[config.mk]
export PLATFORM = sky130hd
export DESIGN_NAME = cpu_mem_arbiter
export DESIGN_NICKNAME = d
export VERILOG_FILES = /design/src/rtl/cpu_mem_arbiter.sv
export SDC_FILE = /design/constraint.sdc
export NUM_CORES = 1
export LEC_CHECK = 0
export ABC_AREA = 1
export CAP_MARGIN = 0
export CORE_ASPECT_RATIO = 0.75
export CORE_MARGIN = 2
export CORE_UTILIZATION = 59
export CTS_CLUSTER_DIAMETER = 50
export DETAILED_ROUTE_END_ITERATION = 16
export GPL_TIMING_DRIVEN = 0
export HOLD_SLACK_MARGIN = 0.02
export PLACE_DENSITY = 0.81
export SLEW_MARGIN = 15
export SYNTH_ARGS = -nofsm -noshare
export SYNTH_HDL_FRONTEND = slang
export SYNTH_SLANG_ARGS = --single-unit
export TNS_END_PERCENT = 10
[constraint.sdc]
create_clock -name clk -period 12.3 [get_ports clk]
set_clock_uncertainty 0.2 [all_clocks]
set_input_delay 1.23 -clock clk [delete_from_list [all_inputs] [get_ports clk]]
set_output_delay 1.23 -clock clk [all_outputs]
set_load 0.01 [all_outputs]
[src/rtl/cpu_mem_arbiter.sv]
// Single-port unified program/data memory for the accumulator CPU, shared by the
// program loader, CPU data port and instruction fetch under fixed priority with fetch ageing.
module cpu_mem_arbiter #(
    parameter int AW       = 5,
    parameter int MAX_WAIT = 4
) (
    input  logic          clk,
    input  logic          reset,

    input  logic          ld_req,
    input  logic          ld_we,
    input  logic [AW-1:0] ld_addr,
    input  logic [7:0]    ld_wdata,
    output logic          ld_gnt,
    output logic          ld_rvalid,
    output logic [7:0]    ld_rdata,

    input  logic          dt_req,
    input  logic          dt_we,
    input  logic [AW-1:0] dt_addr,
    input  logic [7:0]    dt_wdata,
    output logic          dt_gnt,
    output logic          dt_rvalid,
    output logic [7:0]    dt_rdata,

    input  logic          if_req,
    input  logic [AW-1:0] if_addr,
    output logic          if_gnt,
    output logic          if_rvalid,
    output logic [7:0]    if_rdata,

    output logic          busy
);

    localparam int         DEPTH   = 1 << AW;
    localparam logic [3:0] AGE_MAX = 4'(MAX_WAIT);

    logic [7:0]    mem [DEPTH];
    logic [3:0]    age;
    logic          promote;
    logic [AW-1:0] acc_addr;
    logic          acc_we;
    logic [7:0]    acc_wdata;
    logic [7:0]    acc_rdata;

    // A starved fetch jumps ahead of both the loader and the data port for one grant.
    always_comb begin
        promote = if_req && (age == AGE_MAX);
        ld_gnt  = ld_req && !promote;
        dt_gnt  = dt_req && !ld_req && !promote;
        if_gnt  = if_req && (promote || (!ld_req && !dt_req));
        busy    = ld_gnt || dt_gnt || if_gnt;
    end

    always_comb begin
        acc_addr  = if_addr;
        acc_we    = 1'b0;
        acc_wdata = 8'h00;
        if (ld_gnt) begin
            acc_addr  = ld_addr;
            acc_we    = ld_we;
            acc_wdata = ld_wdata;
        end else if (dt_gnt) begin
            acc_addr  = dt_addr;
            acc_we    = dt_we;
            acc_wdata = dt_wdata;
        end
    end

    assign acc_rdata = mem[acc_addr];

    always_ff @(posedge clk or posedge reset) begin
        if (reset) begin
            for (int i = 0; i < DEPTH; i++) begin
                mem[i] <= 8'h00;
            end
        end else if (busy && acc_we) begin
            mem[acc_addr] <= acc_wdata;
        end
    end

    // Read data is captured per requester so each port keeps its last byte.
    always_ff @(posedge clk or posedge reset) begin
        if (reset) begin
            ld_rvalid <= 1'b0;
            dt_rvalid <= 1'b0;
            if_rvalid <= 1'b0;
            ld_rdata  <= 8'h00;
            dt_rdata  <= 8'h00;
            if_rdata  <= 8'h00;
        end else begin
            ld_rvalid <= ld_gnt && !ld_we;
            dt_rvalid <= dt_gnt && !dt_we;
            if_rvalid <= if_gnt;
            if (ld_gnt && !ld_we) ld_rdata <= acc_rdata;
            if (dt_gnt && !dt_we) dt_rdata <= acc_rdata;
            if (if_gnt)           if_rdata <= acc_rdata;
        end
    end

    always_ff @(posedge clk or posedge reset) begin
        if (reset) begin
            age <= 4'd0;
        end else if (!if_req || if_gnt) begin
            age <= 4'd0;
        end else if (age != AGE_MAX) begin
            age <= age + 4'd1;
        end
    end

endmodule

# After elaboration in Yosys (flattened, before gate mapping)
# Cells that the tools add are included.
[word_totals]
ff_bits = 287
wordCells = 80
inputBits = 38
[op_classes]
reduce_logical = 21
n_addsub = 1
n_lt_le_gt_ge = 2
bitwise_logic = 1
n_eq_ne = 2
muxes = 14
[ops]
columns = ["cell", "n"]
rows = [
  ["bitwise mux 256 bit", 1],
  ["binary-select mux 8 bit (select 5 bit)", 1],
  ["demux 8 bit (select 5 bit)", 1],
  ["2-to-1 mux 8 bit", 5],
  ["logical AND 1 bit", 10],
  ["2-to-1 mux 5 bit", 2],
  ["2-to-1 mux 4 bit", 2],
  ["greater-or-equal comparator 6 bit (second input constant)", 1],
  ["logical NOT 1 bit", 6],
  ["< comparator 6 x 1 -> 1 bit (second input constant)", 1],
  ["NOT 5 -> 6 bit", 1],
  ["adder 4 x 1 -> 4 bit (second input constant)", 1],
  ["equality test 4 x 3 -> 1 bit (second input constant)", 1],
  ["logical OR 1 bit", 4],
  ["!= test 4 x 3 -> 1 bit (second input constant)", 1],
  ["2-to-1 mux 1 bit", 2],
  ["nonzero test 2 bit", 1],
]

# Longest topological paths before layout
# Gate-level depths: netlist of the first run.
[depth]
ltp_word = 12
depth_mapped = 21

# Least setup slack after synthesis of the first run
# Ideal clock, no wire load.
[synth_path]
kind = "input to output"
from = "input if_req"
to = "output if_gnt"
path_stages = 6
path_slack_ns = 8.728
t_arrival_ns = 2.142
cell_sequence = "inv_2 nor2_1 nand2_2 o21ai_1 inv_1 nor2_1"
[synth_between]
elab_chain_cells = 3
[synth_rtl]
columns = ["element", "line_no", "source"]
rows = [
  ["start, declared", "26", "input logic if_req,"],
  ["logical AND 1 bit", "48", "promote = if_req && (age == AGE_MAX);"],
  ["logical OR 1 bit", "51", "if_gnt = if_req && (promote || (!ld_req && !dt_req));"],
  ["logical AND 1 bit (*)", "51", ""],
  ["end, declared", "28", "output logic if_gnt,"],
]
# Mark *: on every way between the ends. The rest lies on a longest branch, timed or not.

# Worst setup path after layout of the first run
# Same ends and word-level chain as after synthesis.

==> results of run 1 <==
-- registers in the layout, indices dropped and copies added (netlist names) --
register / cells
mem: 256
if_rvalid: 1
age: 4
ld_rdata: 8
dt_rdata: 8
ld_rvalid: 1
dt_rvalid: 1
if_rdata: 8
-- cells in the final DEF, fill, tap and decap left out --
master             n
nand2_1          798
dfrtp_1          287
nor2_1           150
o21ai_0          145
nand3_1          130
a21oi_1          113
clkdlybuf4s50_1   68
buf_2             63
clkbuf_1          55
inv_1             33
clkbuf_16         30
nor2_2            14
a22o_1             8
clkbuf_8           6
buf_1              5
clkinv_2           5
buf_4              4
inv_2              3
o22ai_1            3
nor3_2             3
buf_16             3
nand2_2            2
nand2_4            2
or2_0              2
clkinv_1           2
inv_8              2
ha_1               2
clkinvlp_4         2
o21ai_1            1
o22ai_2            1
nand3_2            1
nand3_4            1
nor3_4             1
xor2_1             1
xnor2_1            1
clkinv_8           1
bufinv_16          1
inv_6              1
-- power groups by stage --
stage	sequential [W]	clock, W	combinational, W
after global routing	0.00142	0.000934	0.000827
after global placement	0.00139	0	0.000691
after floorplan	0.00134	0	0.000465
after detailed placement	0.00140	0	0.000722
after CTS	0.00139	0.000897	0.000724
final	0.00140	0.000899	0.000741
-- through the flow --
stage	cell area [sq um]	std cells	setup WS [ns]
3_3_place_gp	14800	2194	-0.440
6_report	15800	2250	7.07
2_1_floorplan	13700	1826	2.95
4_1_cts	15800	2250	7.17
5_1_grt	15800	2250	6.92
3_5_place_dp	14900	2197	7.18
-- layer usage --
layer  vias up  track usage, %  wire length [um]
li1       6021               -                 -
met5         -               0                 0
met1      6275            60.3             19900
met3       159            12.7              7420
met4         0            15.5              2170
met2       946            55.0             19400
-- Yosys cell counts, types with 2 or more instances --
master | instances | area (sq um)
nand2_1 | 798 | 3000
dfrtp_1 | 287 | 7180
nor2_1 | 150 | 563
o21ai_0 | 145 | 726
nand3_1 | 130 | 651
a21oi_1 | 113 | 566
buf_2 | 63 | 315
clkbuf_1 | 49 | 184
inv_1 | 34 | 128
nor2_2 | 14 | 87.6
a22o_1 | 8 | 70.1
buf_1 | 5 | 18.8
buf_4 | 4 | 30.0
inv_2 | 3 | 11.3
nor3_2 | 3 | 30.0
o22ai_1 | 3 | 18.8
clkinv_1 | 2 | 7.51
ha_1 | 2 | 25.0
nand2_2 | 2 | 12.5
nand2_4 | 2 | 22.5
or2_0 | 2 | 12.5
-- worst reg2reg max path: stages (launching register included) --
cell and delay (ns):
dfrtp_1 0.40, inv_1 0.06, ha_1 0.19, nand2_1 0.07
inv_1 0.05, nand2_2 0.15, nand2_2 0.25, o22ai_2 0.32
inv_1 0.14, nor3_2 0.80, nand2_1 0.41, clkbuf_1 0.33
nand2_1 0.13, o21ai_0 0.09
-- layout make-up --
cell class,count,area [sq um],share of cell area [%]
Sequential cell,287,7180,45.3
Inverter,39,154,0.971
Clock inverter,11,106,0.671
Tap cell,300,375,2.37
Timing Repair Buffer,71,763,4.82
Clock buffer,42,856,5.40
Multi-Input combinational cell,1379,5860,37.0
Buffer,121,548,3.46
-- worst paths after layout --
kind	slack, ns	depth (start not counted)	end
min	0.28	2	ld_rdata[2]
max	7.07	8	if_gnt
max in group asynchronous	9.55	5	mem[94]
min in group asynchronous	0.87	2	mem[158]
min reg2reg	0.28	2	ld_rdata[2]
max reg2reg	8.55	13	mem[176]
-- kinds of logic after synthesis --
group                    synth area share, %
XOR/XNOR                               0.128
adder cells (fa/ha/maj)                0.182
flip-flops                              52.3
AND/OR/NAND/NOR                         32.2
AO/OA/AOI/OAI                           10.2
buffers and inverters                   5.06
==> flow_summary_export.csv, run 1 <==
group,metric,value,unit
status,status,"finished clean",
timing,hold_viol,0,
die,coreArea,22900,sq um
synthesis,synth_edf_count,0,
layout,nFillCells,1947,
synthesis,ys_types,28,
die,io_pins,69,
synthesis,synthesis.instances,1826,
global_routing,grt_usage,40.5,%
timing,tightestPinTransition,1.24,ns
setup_path,path_class,"in -> out",
synthesis,yosys_most_used_dff,"dfrtp_1",
synthesis,yosysWarnings,0,
synthesis,syn_nets,1866,
route,vias,13401,
setup_path,timing.rr.start,"age[0]",
die,dieArea,24500,sq um
setup_path,critPathRequiredTime,10.87,ns
clocking,cts_setup_buffers,0,
clocking,cts_root_buffer,"clkbuf_16",
clocking,cts_tree,"built",
timing,relSlewSlack,17.2,%
layout,areaGrowthSynthToFinish,15.4,%
clocking,cts_resized,0,
die,die_x,180,um
place,dp_hpwl,35100,um
global_routing,grt_pass1_wl,74600,um
layout,drive_gt1_share,7.49,%
route,drt-wirelength-per-cell,21.8,um
setup_path,max_stage_delay,0.68,ns
clocking,clk_latency,0.58,ns
synthesis,synth.avg_cell_area,7.52,sq um
power_and_ir_drop,swShare,34.5,%
clocking,holdBufCountCts,0,
min_path,hold_path_class,"reg -> reg",
route,ant_nets,0,
setup_path,worstSetupEndpointType,"primary output",
clocking,cts_max_level,1,
timing,fmax,0.191,GHz
route,viasPerCell,5.96,
place,io_buffers,68,
timing,fin_crit,5.23,ns
clocking,clk_pin_slew,0.06,ns
route,drt_iter0_drc,1897,
global_routing,grt_max_degree,82,
timing,maxSlewViolCount,0,
power_and_ir_drop,p_switching,0.00105,W
global_routing,grt_pass1_vias,12580,
power_and_ir_drop,p_int,0.00199,W
die,core.rowCount,48,
place,gp_congestion,1.06,
setup_path,cpLargestDelayFamily,"buffers and inverters",
clocking,numCtsBuffers,30,
timing,fin_setup_tns,0,ns
setup_path,critPathMaxFanout,11,
timing,setup_viol,0,
power_and_ir_drop,combPwrFrac,24.4,%
timing,fin_crit_sh,42.5,%
setup_path,worstPathCellList,"clkdlybuf4s50_1 > inv_2 > nor2_1 > nand2_2 > o21ai_1 > inv_1 > nor2_1 > clkdlybuf4s50_1",
synthesis,synthArstFlopShare,100,%
layout,final_util,69.1,%
timing,fin_hold_ws,0.282,ns
clocking,clock-sinks,287,
timing,rsz0062_at_grt,"false",
synthesis,synth_seq_cells,287,
run,maxCapViolCount,0,
setup_path,worstPathArrival,3.80,ns
power_and_ir_drop,peakVddDrop,137,uV
power_and_ir_drop,power_density,192,nW/um^2
power_and_ir_drop,p_leak,8.11,nW
synthesis,synth-seq-area-share,52.3,%
min_path,hold_path_startpoint,"ld_rdata[2]",
setup_path,crit_path_start,"if_req",
global_routing,gr-total-overflow,0,
setup_path,crit_slowest_cell,"clkdlybuf4s50_1",
die,die_h,136,um
setup_path,cp-start-kind,"input port",
setup_path,critPathBufInv,4,
layout,layout.nets,1969,
route,first_pass_iters,7,
layout,diodes,0,
power_and_ir_drop,total_power,0.00304,W
die,initial_core_util,59.9,%
global_routing,antenna_found_initial,2,
power_and_ir_drop,pwr-share-clk,29.5,%
power_and_ir_drop,seqPwrFrac,46.1,%
synthesis,synthesis.area,13700,sq um
clocking,cts.path.max_buffers,3,
route,routed_wl,49000,um
route,drc,0,
No activity file was read; power rests on OpenSTA's default activity.
==> run 2, diff against run 1 <==
==> constraint.sdc (replaced) <==
create_clock -name clk -period 5.2 [get_ports clk]
set_clock_uncertainty 0.2 [all_clocks]
set_input_delay 0.52 -clock clk [delete_from_list [all_inputs] [get_ports clk]]
set_output_delay 0.52 -clock clk [all_outputs]
set_load 0.01 [all_outputs]
==> flow_summary_export.csv, run 2 (synthesized netlist as in run 1, its figures left out) <==
group,metric,value,unit
layout,postLayoutCellArea,15900,sq um
place,dp_hpwl,35700,um
global_routing,grt_usage,40.6,%
clocking,cts_resized,0,
setup_path,worstSetupEndpointType,"primary output",
route,routed_wl,49700,um
die,initial_core_util,59.9,%
clocking,holdBufCountCts,0,
route,vias,13605,
place,gp_congestion,1.05,
route,drc,0,
die,die_h,136,um
global_routing,grt_pass1_vias,12357,
place,io_buffers,68,
layout,layout_commonest_cell,"nand2_1",
layout,layout.nets,1973,
timing,rsz0062_at_grt,"false",
global_routing,grt_max_degree,37,
layout,instances_no_fill,2252,
clocking,cts_max_level,1,
setup_path,timing.rr.start,"age[0]",
timing,tightestPinTransition,1.13,ns
power_and_ir_drop,peakVddDrop,368,uV
layout,drive_gt1_share,7.63,%
route,drt-wirelength-per-cell,22.1,um
timing,relSlewSlack,24.7,%
timing,fin_crit,3.81,ns
setup_path,cpLargestDelayFamily,"buffers and inverters",
global_routing,antenna_found_initial,0,
setup_path,cp-start-kind,"flop",
clocking,clk_latency,0.57,ns
clocking,cts_setup_buffers,0,
layout,areaGrowthSynthToFinish,15.7,%
setup_path,critPathBufInv,4,
place,dp.cells,2202,
setup_path,crit_slowest_cell,"clkdlybuf4s50_1",
die,core.rowCount,48,
layout,final_cell_mix,"nand2_1 (798), dfrtp_1 (287), nor2_1 (150), o21ai_0 (145), nand3_1 (130)",
run,maxCapViolCount,0,
timing,maxSlewViolCount,0,
clocking,cts.path.max_buffers,3,
global_routing,gr-total-overflow,0,
timing,fin_hold_ws,0.200,ns
setup_path,ff2ff_path_depth,20,
status,status,"finished clean",
setup_path,r2r_slack,1.44,ns
setup_path,worstPathCellList,"inv_1 > ha_1 > nand2_1 > inv_1 > nand2_2 > o21ai_1 > inv_1 > nor2_1 > clkdlybuf4s50_1",
route,first_pass_iters,5,
die,dieArea,24500,sq um
layout,nFillCells,1892,
timing,fmax,0.263,GHz
layout,final_util,69.3,%
clocking,cts_root_buffer,"clkbuf_16",
timing,setup_viol,0,
layout,top_register,"mem",
setup_path,r2r_end,"if_rdata[3]",
layout,largest_reg_flops,256,
power_and_ir_drop,p_leak,8.14,nW
clocking,numCtsBuffers,29,
setup_path,path_class,"reg -> out",
layout,diodes,0,
place,placed_area,15000,sq um
setup_path,critPathRequiredTime,4.48,ns
clocking,clock-sinks,287,
timing,hold_viol,0,
setup_path,critPathMaxFanout,11,
die,coreArea,22900,sq um
setup_path,max_stage_delay,0.67,ns
setup_path,crit_top_cell,"inv_1",
min_path,hold_path_class,"in -> async",
global_routing,grt_pass1_wl,74300,um
route,viasPerCell,6.04,
timing,fin_crit_sh,73.2,%
setup_path,worstPathArrival,3.09,ns
clocking,clk_pin_slew,0.06,ns
route,ant_nets,0,
route,drt_iter0_drc,1895,
clocking,cts_tree,"built",
die,die_x,180,um
die,io_pins,69,
power_and_ir_drop,power_density,452,nW/um^2
-- run 2: changes by cell type in the layout (fill, tap and decap cells not counted), sizes merged --
cell,change
bufinv,+2
clkinv,+1
inv,-2
buf,+5
clkbuf,-4
-- run 2: report_power, final --
group | total (W) | switching, W | internal [W]
registers | 0.00329 | 0.000435 | 0.00286
logic | 0.00178 | 0.00111 | 0.000666
clock network | 0.00212 | 0.000896 | 0.00122
-- run 2: cell type report --
cell class	count	area, sq um	share of cell area, %
buffer	121	548	3.45
clock buffer	38	800	5.03
clock inverter	12	141	0.889
inverter	39	150	0.945
multi-input combinational	1379	5860	36.9
sequential	287	7180	45.2
tap	300	375	2.36
timing repair buffer	76	841	5.29
-- run 2: metal layers --
layer,part of all wire [%],vias up,track usage (%)
li1,-,6031,-
met2,40,908,55.9
met1,41,6502,58.8
met4,4.7,0,17.1
met3,14,164,13.6
met5,0,-,0
-- run 2: worst max-delay path by stage --
stage / from / to / slack, ns / cells after the start
3_5_place_dp: if_req / mem[23] / 1.07 / 13
4_1_cts: age[0] / if_gnt / 1.45 / 9
2_1_floorplan: reset / age[0] / 0.67 / 1
5_1_grt: age[0] / if_gnt / 1.24 / 9
3_3_place_gp: reset / ld_rdata[4] / -1.30 / 2
6_report: age[0] / if_gnt / 1.39 / 9
-- run 2: stage by stage --
step	total power [W]	setup TNS, ns	worst slack, ns
floorplan	0.00427	0	0.675
global placement	0.00492	-361.72	-1.30
detailed placement	0.00500	0	1.07
CTS	0.00710	0	1.45
global route	0.00749	0	1.24
finish	0.00719	0	1.39
==> run 3, diff against run 2 <==
--- a/config.mk
+++ b/config.mk
@@ -9,12 +9,12 @@
 export CAP_MARGIN = 0
 export CORE_ASPECT_RATIO = 0.75
 export CORE_MARGIN = 2
-export CORE_UTILIZATION = 59
+export CORE_UTILIZATION = 55
 export CTS_CLUSTER_DIAMETER = 50
 export DETAILED_ROUTE_END_ITERATION = 16
 export GPL_TIMING_DRIVEN = 0
 export HOLD_SLACK_MARGIN = 0.02
-export PLACE_DENSITY = 0.81
+export PLACE_DENSITY = 0.8
 export SLEW_MARGIN = 15
 export SYNTH_ARGS = -nofsm -noshare
 export SYNTH_HDL_FRONTEND = slang
==> constraint.sdc (replaced) <==
create_clock -name clk -period 3.2 [get_ports clk]
set_clock_uncertainty 0.2 [all_clocks]
set_input_delay 0.32 -clock clk [delete_from_list [all_inputs] [get_ports clk]]
set_output_delay 0.32 -clock clk [all_outputs]
set_load 0.01 [all_outputs]
==> flow_summary_export.csv, run 3 (synthesized netlist as in run 1, its figures left out) <==
group,metric,value,unit
power_and_ir_drop,peakVddDrop,505,uV
timing,maxSlewViolCount,0,
clocking,cts_tree,"built",
route,viasPerCell,5.88,
setup_path,worstSetupEndpointType,"flop",
layout,top_register,"mem",
timing,rsz0062_at_grt,"true",
power_and_ir_drop,pwr-share-clk,29.5,%
status,status,"finished, violations left",
power_and_ir_drop,combPwrFrac,25.2,%
layout,final_cell_mix,"nand2_1 (775), dfrtp_1 (287), o21ai_0 (144), nor2_1 (135), nand3_1 (130)",
global_routing,grt_usage,37.4,%
timing,fin_hold_ws,0.0137,ns
global_routing,grt_pass1_vias,12724,
place,dp.cells,2240,
die,die_x,186,um
timing,fin_crit_sh,102,%
setup_path,timing.rr.start,"age[0]",
power_and_ir_drop,seqPwrFrac,45.3,%
layout,instances_no_fill,2304,
route,drc,0,
power_and_ir_drop,total_power,0.0117,W
clocking,cts_max_level,1,
clocking,cts_root_buffer,"clkbuf_16",
layout,diodes,0,
timing,fin_crit,3.25,ns
timing,timing.final.ws_setup,-0.0545,ns
layout,drive_gt1_share,11.8,%
timing,setup_viol,3,
route,ant_nets,0,
setup_path,ff2ff_path_depth,15,
setup_path,path_class,"reg -> reg",
route,first_pass_iters,6,
route,routed_wl,48900,um
global_routing,grt_max_degree,38,
route,vias,13544,
die,initial_core_util,55.4,%
die,io_pins,69,
layout,areaGrowthSynthToFinish,19.5,%
setup_path,r2r_end,"mem[223]",
setup_path,critPathMaxFanout,10,
die,core.rowCount,50,
die,coreArea,24800,sq um
status,violations,"negative setup slack",
die,dieArea,26300,sq um
timing,tightestPinTransition,1.19,ns
setup_path,critPathRequiredTime,3.42,ns
place,dp_hpwl,34100,um
power_and_ir_drop,p_switching,0.00399,W
run,maxCapViolCount,0,
timing,hold_viol,0,
timing,fin_setup_tns,-0.111,ns
global_routing,gr-total-overflow,0,
min_path,hold_path_class,"in -> async",
clocking,numCtsBuffers,29,
setup_path,r2r_slack,-0.05,ns
power_and_ir_drop,swShare,34.0,%
timing,relSlewSlack,20.6,%
layout,largest_reg_flops,256,
clocking,clk_latency,0.58,ns
power_and_ir_drop,p_leak,8.37,nW
place,io_buffers,68,
clocking,holdBufCountCts,0,
global_routing,antenna_found_initial,0,
clocking,cts.path.max_buffers,3,
setup_path,cp-start-kind,"flop",
setup_path,worstPathArrival,3.47,ns
route,drt-wirelength-per-cell,21.2,um
layout,layout_commonest_cell,"nand2_1",
place,gp_congestion,1.08,
layout,layout.nets,1984,
clocking,clock-sinks,287,
power_and_ir_drop,p_int,0.00775,W
die,die_h,141,um
power_and_ir_drop,power_density,715,nW/um^2
layout,final_util,66.2,%
timing,fmax,0.307,GHz
clocking,clk_pin_slew,0.06,ns
route,drt_iter0_drc,1849,
global_routing,grt_pass1_wl,74500,um
[run 3: critical path, cell delays in order, from the launching register on]
cell,delay [ns]
dfrtp_1,0.39
inv_1,0.06
ha_1,0.18
nand2_1,0.07
inv_1,0.06
nand2_4,0.14
nand2_8,0.13
or2_0,0.26
clkbuf_4,0.20
a21oi_1,0.23
nand2_2,0.31
inv_1,0.18
nand2_1,0.24
buf_2,0.29
nand2_1,0.08
o21ai_0,0.08
[run 3: timing repair]
action | in CTS | in global routing
buffers inserted | 2 | 9
cloned | 0 | 0
resized for setup | 50 | 118
pin swaps | 1 | 5
endpoints found under the setup margin | 209 | 260
[run 3: how the worst max path moves through the flow]
stage	startpoint	slack, ns	end
final	age[0]	-0.05	mem[223]
after global routing	age[0]	-0.14	mem[176]
after CTS	age[0]	-0.04	mem[224]
after detailed placement	if_req	-0.72	mem[112]
after global placement	reset	-3.03	mem[128]
after floorplan	reset	-1.13	age[0]
[run 3: layout make-up]
cell class | count | area [sq um]
clock buffer | 41 | 821
fill | 2141 | 8360
timing repair buffer | 87 | 936
sequential | 287 | 7180
tap | 338 | 423
multi-input combinational | 1379 | 6030
buffer | 121 | 739
inverter | 39 | 153
clock inverter | 12 | 124
[run 3: layer usage]
layer	vias up	wire, um	track usage [%]
li1	6047	-	-
met1	6404	19600	53.6
met2	929	20200	53.6
met3	164	7070	11.8
met4	0	2000	14.1
met5	-	0	0
[run 3: power groups by stage]
stage / clock [W] / combinational, W / sequential [W]
after global routing: 0.00360 / 0.00328 / 0.00541
after global placement: 0 / 0.00264 / 0.00531
after detailed placement: 0 / 0.00276 / 0.00532
after CTS: 0.00346 / 0.00281 / 0.00528
after floorplan: 0 / 0.00179 / 0.00515
final: 0.00346 / 0.00296 / 0.00532
[run 3: stage by stage]
step	worst slack [ns]	instance area, sq um
2_1_floorplan	-1.13	13700
3_3_place_gp	-3.03	14800
3_5_place_dp	-0.722	15000
4_1_cts	-0.0371	16100
5_1_grt	-0.137	16400
6_report	-0.0545	16400
